## config.mk

```make
export PLATFORM = sky130hd
export DESIGN_NAME = imm_packer_flat
export DESIGN_NICKNAME = d
export VERILOG_FILES = /design/src/rtl/imm_packer_if.sv /design/src/rtl/imm_packer.sv /design/src/flat_wrapper.sv
export SDC_FILE = /design/constraint.sdc
export NUM_CORES = 1
export LEC_CHECK = 0
export ABC_AREA = 1
export CORE_ASPECT_RATIO = 0.7
export CORE_UTILIZATION = 42
export CTS_BUF_LIST = sky130_fd_sc_hd__clkbuf_16
export CTS_CLUSTER_SIZE = 10
export DETAILED_ROUTE_END_ITERATION = 16
export GPL_ROUTABILITY_DRIVEN = 0
export PLACE_DENSITY_LB_ADDON = 0.05
export SLEW_MARGIN = 30
export SYNTH_ARGS = -nofsm -noshare
export SYNTH_HDL_FRONTEND = slang
export SYNTH_SLANG_ARGS = --single-unit
```

## constraint.sdc

```tcl
create_clock -name clk -period 4 [get_ports clk]
set_input_delay 0.6 -clock clk [delete_from_list [all_inputs] [get_ports clk]]
set_output_delay 0.6 -clock clk [all_outputs]
set_load 0.01 [all_outputs]
```

## src/rtl/imm_packer_if.sv

```systemverilog
// Stream bundle for imm_packer: decoded-field input stream and packed-word output stream.
// The master side is the field source plus the instruction-memory loader; the slave side is the packer.
interface imm_packer_if #(
    parameter int ADDR_W = 10
);
    logic              in_valid;
    logic              in_ready;
    logic [1:0]        in_op;
    logic [4:0]        in_rd;
    logic [4:0]        in_rs1;
    logic [4:0]        in_rs2;
    logic [63:0]       in_imm;
    logic              in_last;
    logic              out_valid;
    logic              out_ready;
    logic [31:0]       out_instr;
    logic [ADDR_W-1:0] out_addr;
    logic              out_last;

    modport master (
        output in_valid, in_op, in_rd, in_rs1, in_rs2, in_imm, in_last, out_ready,
        input  in_ready, out_valid, out_instr, out_addr, out_last
    );

    modport slave (
        input  in_valid, in_op, in_rd, in_rs1, in_rs2, in_imm, in_last, out_ready,
        output in_ready, out_valid, out_instr, out_addr, out_last
    );
endinterface

```

## src/rtl/imm_packer.sv

```systemverilog
// Packs decoded ld/sd/beq fields into RV64 instruction words on an addressed valid/ready stream.
// Define IMM_PACKER_RANGE_CHECK_EN to drop items whose immediate does not fit 12 signed bits.
module imm_packer #(
    parameter int          ADDR_W    = 10,
    parameter int unsigned BASE_ADDR = 0
) (
    input  logic                clk,
    input  logic                rst_n,
    input  logic                start,
    imm_packer_if.slave         bus,
    output logic                err,
    output logic [7:0]          err_count,
    output logic                done
);
    typedef enum logic [1:0] {S_IDLE, S_RUN, S_DONE} state_t;

    state_t            state_reg, state_next;
    logic              out_valid_reg, out_valid_next;
    logic [31:0]       out_instr_reg, out_instr_next;
    logic              out_last_reg, out_last_next;
    logic [ADDR_W-1:0] addr_reg, addr_next;
    logic              last_seen_reg, last_seen_next;
    logic              err_reg, err_next;
    logic [7:0]        err_count_reg, err_count_next;

    logic              in_ready;
    logic              accept;
    logic              drop;
    logic              out_fire;
    logic              start_ok;
    logic              range_ok;
    logic [31:0]       packed_word;
    logic              unused_imm;

`ifdef IMM_PACKER_RANGE_CHECK_EN
    // Upper bits must be a pure sign extension of bit 11.
    assign range_ok = (&bus.in_imm[63:11]) | ~(|bus.in_imm[63:11]);
`else
    assign range_ok = 1'b1;
`endif
    assign unused_imm = ^bus.in_imm[63:12];

    always_comb begin
        packed_word = '0;
        case (bus.in_op)
            2'b00: packed_word = {bus.in_imm[11:0], bus.in_rs1, 3'b011, bus.in_rd, 7'b0000011};
            2'b01: packed_word = {bus.in_imm[11:5], bus.in_rs2, bus.in_rs1, 3'b011,
                                  bus.in_imm[4:0], 7'b0100011};
            2'b11: packed_word = {bus.in_imm[11], bus.in_imm[9:4], bus.in_rs2, bus.in_rs1, 3'b000,
                                  bus.in_imm[3:0], bus.in_imm[10], 7'b1100011};
            default: packed_word = '0;
        endcase
    end

    // A new item may enter while the held word leaves in the same cycle.
    assign in_ready = (state_reg == S_RUN) && !last_seen_reg && (!out_valid_reg || bus.out_ready);
    assign accept   = bus.in_valid && in_ready;
    assign drop     = accept && ((bus.in_op == 2'b10) || !range_ok);
    assign out_fire = out_valid_reg && bus.out_ready;
    assign start_ok = start && (state_reg != S_RUN);

    always_comb begin
        state_next     = state_reg;
        out_valid_next = out_valid_reg;
        out_instr_next = out_instr_reg;
        out_last_next  = out_last_reg;
        addr_next      = addr_reg;
        last_seen_next = last_seen_reg;
        err_count_next = err_count_reg;
        err_next       = drop;

        case (state_reg)
            S_IDLE:  if (start) state_next = S_RUN;
            S_RUN:   if ((out_fire && out_last_reg) || (drop && bus.in_last)) state_next = S_DONE;
            S_DONE:  if (start) state_next = S_RUN;
            default: state_next = S_IDLE;
        endcase

        if (start_ok) begin
            addr_next      = ADDR_W'(BASE_ADDR);
            err_count_next = '0;
            last_seen_next = 1'b0;
        end else begin
            if (out_fire) addr_next = addr_reg + ADDR_W'(4);
            if (accept && bus.in_last) last_seen_next = 1'b1;
            if (drop && (err_count_reg != 8'hFF)) err_count_next = err_count_reg + 8'd1;
        end

        if (accept && !drop) begin
            out_valid_next = 1'b1;
            out_instr_next = packed_word;
            out_last_next  = bus.in_last;
        end else if (out_fire) begin
            out_valid_next = 1'b0;
        end
    end

    always_ff @(posedge clk or negedge rst_n) begin
        if (!rst_n) begin
            state_reg     <= S_IDLE;
            out_valid_reg <= 1'b0;
            out_instr_reg <= '0;
            out_last_reg  <= 1'b0;
            addr_reg      <= ADDR_W'(BASE_ADDR);
            last_seen_reg <= 1'b0;
            err_reg       <= 1'b0;
            err_count_reg <= '0;
        end else begin
            state_reg     <= state_next;
            out_valid_reg <= out_valid_next;
            out_instr_reg <= out_instr_next;
            out_last_reg  <= out_last_next;
            addr_reg      <= addr_next;
            last_seen_reg <= last_seen_next;
            err_reg       <= err_next;
            err_count_reg <= err_count_next;
        end
    end

    assign bus.in_ready  = in_ready;
    assign bus.out_valid = out_valid_reg;
    assign bus.out_instr = out_instr_reg;
    assign bus.out_addr  = addr_reg;
    assign bus.out_last  = out_last_reg;
    assign err           = err_reg;
    assign err_count     = err_count_reg;
    assign done          = (state_reg == S_DONE);
endmodule

```

## src/flat_wrapper.sv

```systemverilog
// flat-port wrapper written by rule: the top's interface ports become plain ports
module imm_packer_flat 
#(
    parameter int          ADDR_W    = 10,
    parameter int unsigned BASE_ADDR = 0
)
  (clk, rst_n, start, err, err_count, done, bus_in_valid, bus_in_op, bus_in_rd, bus_in_rs1, bus_in_rs2, bus_in_imm, bus_in_last, bus_out_ready, bus_in_ready, bus_out_valid, bus_out_instr, bus_out_addr, bus_out_last);
  imm_packer_if #(.ADDR_W(ADDR_W)) bus_i ();
  input  logic clk;
  input  logic rst_n;
  input  logic start;
  output logic err;
  output logic [7:0] err_count;
  output logic done;
  input wire logic [$bits(bus_i.in_valid)-1:0] bus_in_valid;
  input wire logic [$bits(bus_i.in_op)-1:0] bus_in_op;
  input wire logic [$bits(bus_i.in_rd)-1:0] bus_in_rd;
  input wire logic [$bits(bus_i.in_rs1)-1:0] bus_in_rs1;
  input wire logic [$bits(bus_i.in_rs2)-1:0] bus_in_rs2;
  input wire logic [$bits(bus_i.in_imm)-1:0] bus_in_imm;
  input wire logic [$bits(bus_i.in_last)-1:0] bus_in_last;
  input wire logic [$bits(bus_i.out_ready)-1:0] bus_out_ready;
  output wire logic [$bits(bus_i.in_ready)-1:0] bus_in_ready;
  output wire logic [$bits(bus_i.out_valid)-1:0] bus_out_valid;
  output wire logic [$bits(bus_i.out_instr)-1:0] bus_out_instr;
  output wire logic [$bits(bus_i.out_addr)-1:0] bus_out_addr;
  output wire logic [$bits(bus_i.out_last)-1:0] bus_out_last;
  assign bus_i.in_valid = bus_in_valid;
  assign bus_i.in_op = bus_in_op;
  assign bus_i.in_rd = bus_in_rd;
  assign bus_i.in_rs1 = bus_in_rs1;
  assign bus_i.in_rs2 = bus_in_rs2;
  assign bus_i.in_imm = bus_in_imm;
  assign bus_i.in_last = bus_in_last;
  assign bus_i.out_ready = bus_out_ready;
  assign bus_in_ready = bus_i.in_ready;
  assign bus_out_valid = bus_i.out_valid;
  assign bus_out_instr = bus_i.out_instr;
  assign bus_out_addr = bus_i.out_addr;
  assign bus_out_last = bus_i.out_last;
  imm_packer #(.ADDR_W(ADDR_W), .BASE_ADDR(BASE_ADDR)) u_core (.clk(clk), .rst_n(rst_n), .start(start), .bus(bus_i), .err(err), .err_count(err_count), .done(done));
endmodule
```

# Word-level counts from Yosys, hierarchy flattened
# Cells that the tools add are included.
word_totals:
  reg_bits: 56
  output_inout_bits: 55
classes:
  add_sub_neg: 2
  n_eq_ne: 9
  n_mux: 12
  n_reduce_logical: 24
ops:
  columns: ["cell", "n"]
  rows:
  - ["$pmux W32 S3", 1]
  - ["$mux W10", 2]
  - ["$mux W8", 2]
  - ["$logic_and A1 B1 Y1", 11]
  - ["$add A10 B3 Y10 const B", 1]
  - ["$add A8 B1 Y8 const B", 1]
  - ["$ne A8 B8 Y1 const B", 1]
  - ["$reduce_bool A2 Y1", 4]
  - ["$eq A2 B2 Y1 const B", 3]
  - ["$eq A2 B1 Y1 const B", 2]
  - ["$logic_not A2 Y1", 2]
  - ["$mux W1", 4]
  - ["$mux W2", 2]
  - ["$ne A2 B1 Y1 const B", 2]
  - ["$pmux W2 S2", 1]
  - ["$logic_not A1 Y1", 3]
  - ["$logic_or A1 B1 Y1", 2]
  - ["$ne A2 B2 Y1 const B", 1]
  - ["$reduce_and A2 Y1", 1]
  - ["$reduce_or A2 Y1", 1]

# Longest topological paths before layout
logic_depth:
  word_depth: 9
  mapped_depth: 11

# Worst setup path after synthesis
# Ideal clock, no wire load.
synth_path:
  path_kind: "input port to flip-flop"
  start: "input bus_out_ready"
  end: "register u_core.out_instr_reg[10] (netlist: u_core.bus.out_instr[10])"
  setup_time_ns: 0.116
  arrival_time_ns: 1.394
  t_required_ns: 3.884
  setup_slack_ns: 2.490
  stages: 10
  n_path_buf: 1
  cell_sequence: "inv_1 nand2_2 inv_2 nor2_4 nand2_1 clkinv_2 nand2_4 buf_2 nand2_1 nand2_1"
synth_via:
  elab_chain_len: 6
synth_rtl:
  columns: ["element", "line_no", "text"]
  rows:
  - ["from (decl)", "flat_wrapper.sv:22", "input wire logic [$bits(bus_i.out_ready)-1:0] bus_out_ready;"]
  - ["$logic_or A1 B1 Y1 (*)", "imm_packer.sv:56", "assign in_ready = (state_reg == S_RUN) && !last_seen_reg && (!out_valid_reg || bus.out_ready);"]
  - ["$logic_and A1 B1 Y1 (*)", "imm_packer.sv:56", null]
  - ["via bus_in_ready", "flat_wrapper.sv:23", "output wire logic [$bits(bus_i.in_ready)-1:0] bus_in_ready;"]
  - ["$logic_and A1 B1 Y1 (*)", "imm_packer.sv:57", "assign accept = bus.in_valid && in_ready;"]
  - ["$logic_and A1 B1 Y1", "imm_packer.sv:58", "assign drop = accept && ((bus.in_op == 2'b10) || !range_ok);"]
  - ["$logic_not A1 Y1", "imm_packer.sv:89", "if (accept && !drop) begin"]
  - ["$logic_and A1 B1 Y1 (*)", "imm_packer.sv:89", null]
  - ["to (signal assigned)", "imm_packer.sv:111", "out_instr_reg <= out_instr_next;"]
  - ["to (decl)", "imm_packer.sv:19", "logic [31:0] out_instr_reg, out_instr_next;"]
# The timed path passes the listed nets; every way through them passes the cells marked *.
# A chain may end at the register's enable or synchronous reset.

# Worst setup path in the final report
layout_path:
  start: "input bus_out_ready"
  end: "output bus_in_ready"
layout_via:
  elab_chain_len: 2
layout_rtl:
  columns: ["element", "line_no"]
  rows:
  - ["$logic_or A1 B1 Y1", "imm_packer.sv:56"]
  - ["$logic_and A1 B1 Y1", "imm_packer.sv:56"]
  - ["to (decl)", "flat_wrapper.sv:23"]
# Every way passes these cells.

==> run metrics <==
worst path required time=3.40 ns; chip width=94.4 um; RSZ-0062 raised after global routing=no; Cell variety after synth=29; via count=2307; DRT iter0 DRCs=118; cts bufs inserted=5; largest net degree at the start of global routing=49; min Tclk post-route=2.57 ns; Ports=142; CP Capture Type=output port; Final ANT Viol Nets=0; Post-CTS Resized=0; GRT Overall Usage=20.0%; number of synthesized flops with an enable pin=0; pre-CTS WS=1.43 ns; leakage=0.00173 uW; largest area contributor in the netlist=dfrtp_1; setup TNS=0 ns; first drt pass iteration count=4; Die Ht=66.7 um; number of synthesis warnings=0; sequential area share after synthesis=47.9%; Mean Syn Cell Area=7.70 um2; CTS tree=done; Post-Synthesis Cells=326; Max-Cap Viols=0; relative slew slack=47.6%; worst min path class=in -> async; DR vias/cell=4.80; Post-Route WL=5.93 mm; area share of the largest cell type after synthesis=47.9%; first-pass GRT wire length=9.67 mm; crit share post-route=64.2%; Starting Density=43.8%; maximum vdd ir drop=402 uV; DRC=0; port buffer count=83; number of global-route vias before repair=2098; die footprint=6290 um2; worst-case clock buffer depth=2; Pwr Density=569 nW/um2; utilization after layout=61.0%; Fillers=546; Slew @ Worst Pin=0.785 ns; final hold vios=0; # rows=23; post-route setup slack=1.43 ns; synth-to-layout area growth=39.3%; layout cells sized above 1=5.17%; f_max=389 MHz; Main synth FF type=dfrtp_1; DR WL/cell=12.3 um; post-detail-place hpwl=4.28 mm; Synth async-reset ratio=100%; post-CTS setup buffers=0; root buffer cell=clkbuf_16; Worst Skew=0.00743 ns; core box area=5730 um2; H-tree levels=2; Worst Setup Path Type=in -> out; Worst Setup Start Kind=primary input; Sink Count=48; Setup-failing EPs final=0; synth top area cells=dfrtp_1, nand2_1, nand3_1, inv_1, buf_4; Largest register FFs=26; fin. max-slew vios=0; largest fanout on the critical path=4; nets=494; mapped cell area=2510 um2; CTS Hold Bufs=0; clk slew on worst S/H paths=0.06 ns; antenna violations before repair=0; Yosys reg bits=48; Pwr Total=1990 uW; Worst-Skew Late Latency=0.28 ns; status=finished clean; worst path arrival time=1.97 ns; # diodes=0; grt ovf=0
-- layout make-up --
cell class / instances / area (um2) / area share, %
Clock inverter: 3 / 37.5 / 1.07
Tap cell: 75 / 93.8 / 2.69
Clock buffer: 5 / 125 / 3.58
Sequential cell: 48 / 1200 / 34.4
Timing Repair Buffer: 84 / 833 / 23.9
Inverter: 37 / 140 / 4.01
Multi-Input combinational cell: 229 / 1060 / 30.4
-- power breakdown --
| part | leakage [uW] | switching (uW) | internal (uW) |
|---|---|---|---|
| registers | 0.000625 | 93.8 | 639 |
| logic | 0.00103 | 398 | 397 |
| clock network | 0.0000789 | 169 | 291 |
| total | 0.00173 | 661 | 1330 |
-- layout by cell type, fill, tap and decap left out, types with 2 or more instances in the layout --
cell type,instances
nand2_1,118
conb_1,6
ha_1,2
clkinv_1,2
a22oi_1,5
nor2_1,16
nand3_1,45
a21oi_1,3
clkdlybuf4s50_1,82
clkbuf_16,5
o21ai_1,8
nor2_4,3
dfrtp_1,48
inv_2,4
o21ai_0,6
inv_1,32
nand4_1,6
-- per-stage QoR --
stage | area (um2) | hold slack [ns] | instances
2_1_floorplan | 2530 | 0.304 | 331
4_1_cts | 3490 | 0.440 | 481
6_report | 3490 | 0.410 | 481
3_3_place_gp | 3330 | 0.461 | 473
5_1_grt | 3490 | 0.474 | 481
3_5_place_dp | 3330 | 0.464 | 473
-- cells by family (layout without fill, tap and decap cells) --
logic type | after synthesis | after routing | share of synthesized area (%)
AND/OR/NAND/NOR | 195 | 195 | 34.3
buffers and inverters | 54 | 129 | 10.5
flip-flops | 48 | 48 | 47.9
AO/OA/AOI/OAI | 24 | 24 | 5.49
adder cells (fa/ha/maj) | 2 | 2 | 0.997
XOR/XNOR | 2 | 2 | 0.698
other | 1 | 6 | 0.149
-- synthesized netlist by cell type (2+ instances only) --
| cell | count |
|---|---|
| buf_6 | 3 |
| inv_2 | 4 |
| nor2_4 | 3 |
| o21ai_0 | 6 |
| o21ai_1 | 8 |
| nand4_1 | 6 |
| nand3_1 | 45 |
| ha_1 | 2 |
| nor2_1 | 16 |
| inv_1 | 32 |
| a21oi_1 | 3 |
| nand2_1 | 118 |
| dfrtp_1 | 48 |
| buf_4 | 8 |
| buf_2 | 6 |
| a22oi_1 | 5 |
-- final timing paths --
| check | cells after the start | start | slack, ns | end |
|---|---|---|---|---|
| max | 6 | bus_out_ready | 1.43 | bus_in_ready |
| min | 2 | rst_n | 0.41 | u_core.err_count[0]$_DFFE_PN0P_ |
| max reg2reg | 7 | u_core.state_reg[0]$_DFFE_PN0P_ | 2.21 | u_core.bus.out_instr[1]$_DFFE_PN0P_ |
| min reg2reg | 2 | u_core.bus.out_instr[8]$_DFFE_PN0P_ | 0.48 | u_core.bus.out_instr[8]$_DFFE_PN0P_ |
| max in group asynchronous | 2 | rst_n | 3.17 | u_core.bus.out_addr[6]$_DFFE_PN0P_ |
| min in group clk | 2 | u_core.bus.out_instr[8]$_DFFE_PN0P_ | 0.48 | u_core.bus.out_instr[8]$_DFFE_PN0P_ |
-- critical path: stages --
cell and delay [ns]:
clkdlybuf4s50_1 0.48, inv_1 0.05, nand2_2 0.08, inv_2 0.05, nor2_4 0.14, clkdlybuf4s50_1 0.56
-- per-layer routing --
metal	GRT usage, %	vias up	part of all wire [%]
met5	0	-	0
met4	5.38	0	0.46
met3	4.22	2	6.8
met2	32.5	64	44
met1	27.0	1064	48
li1	-	1177	-
Note: power is estimated with default switching activity, not from simulation.
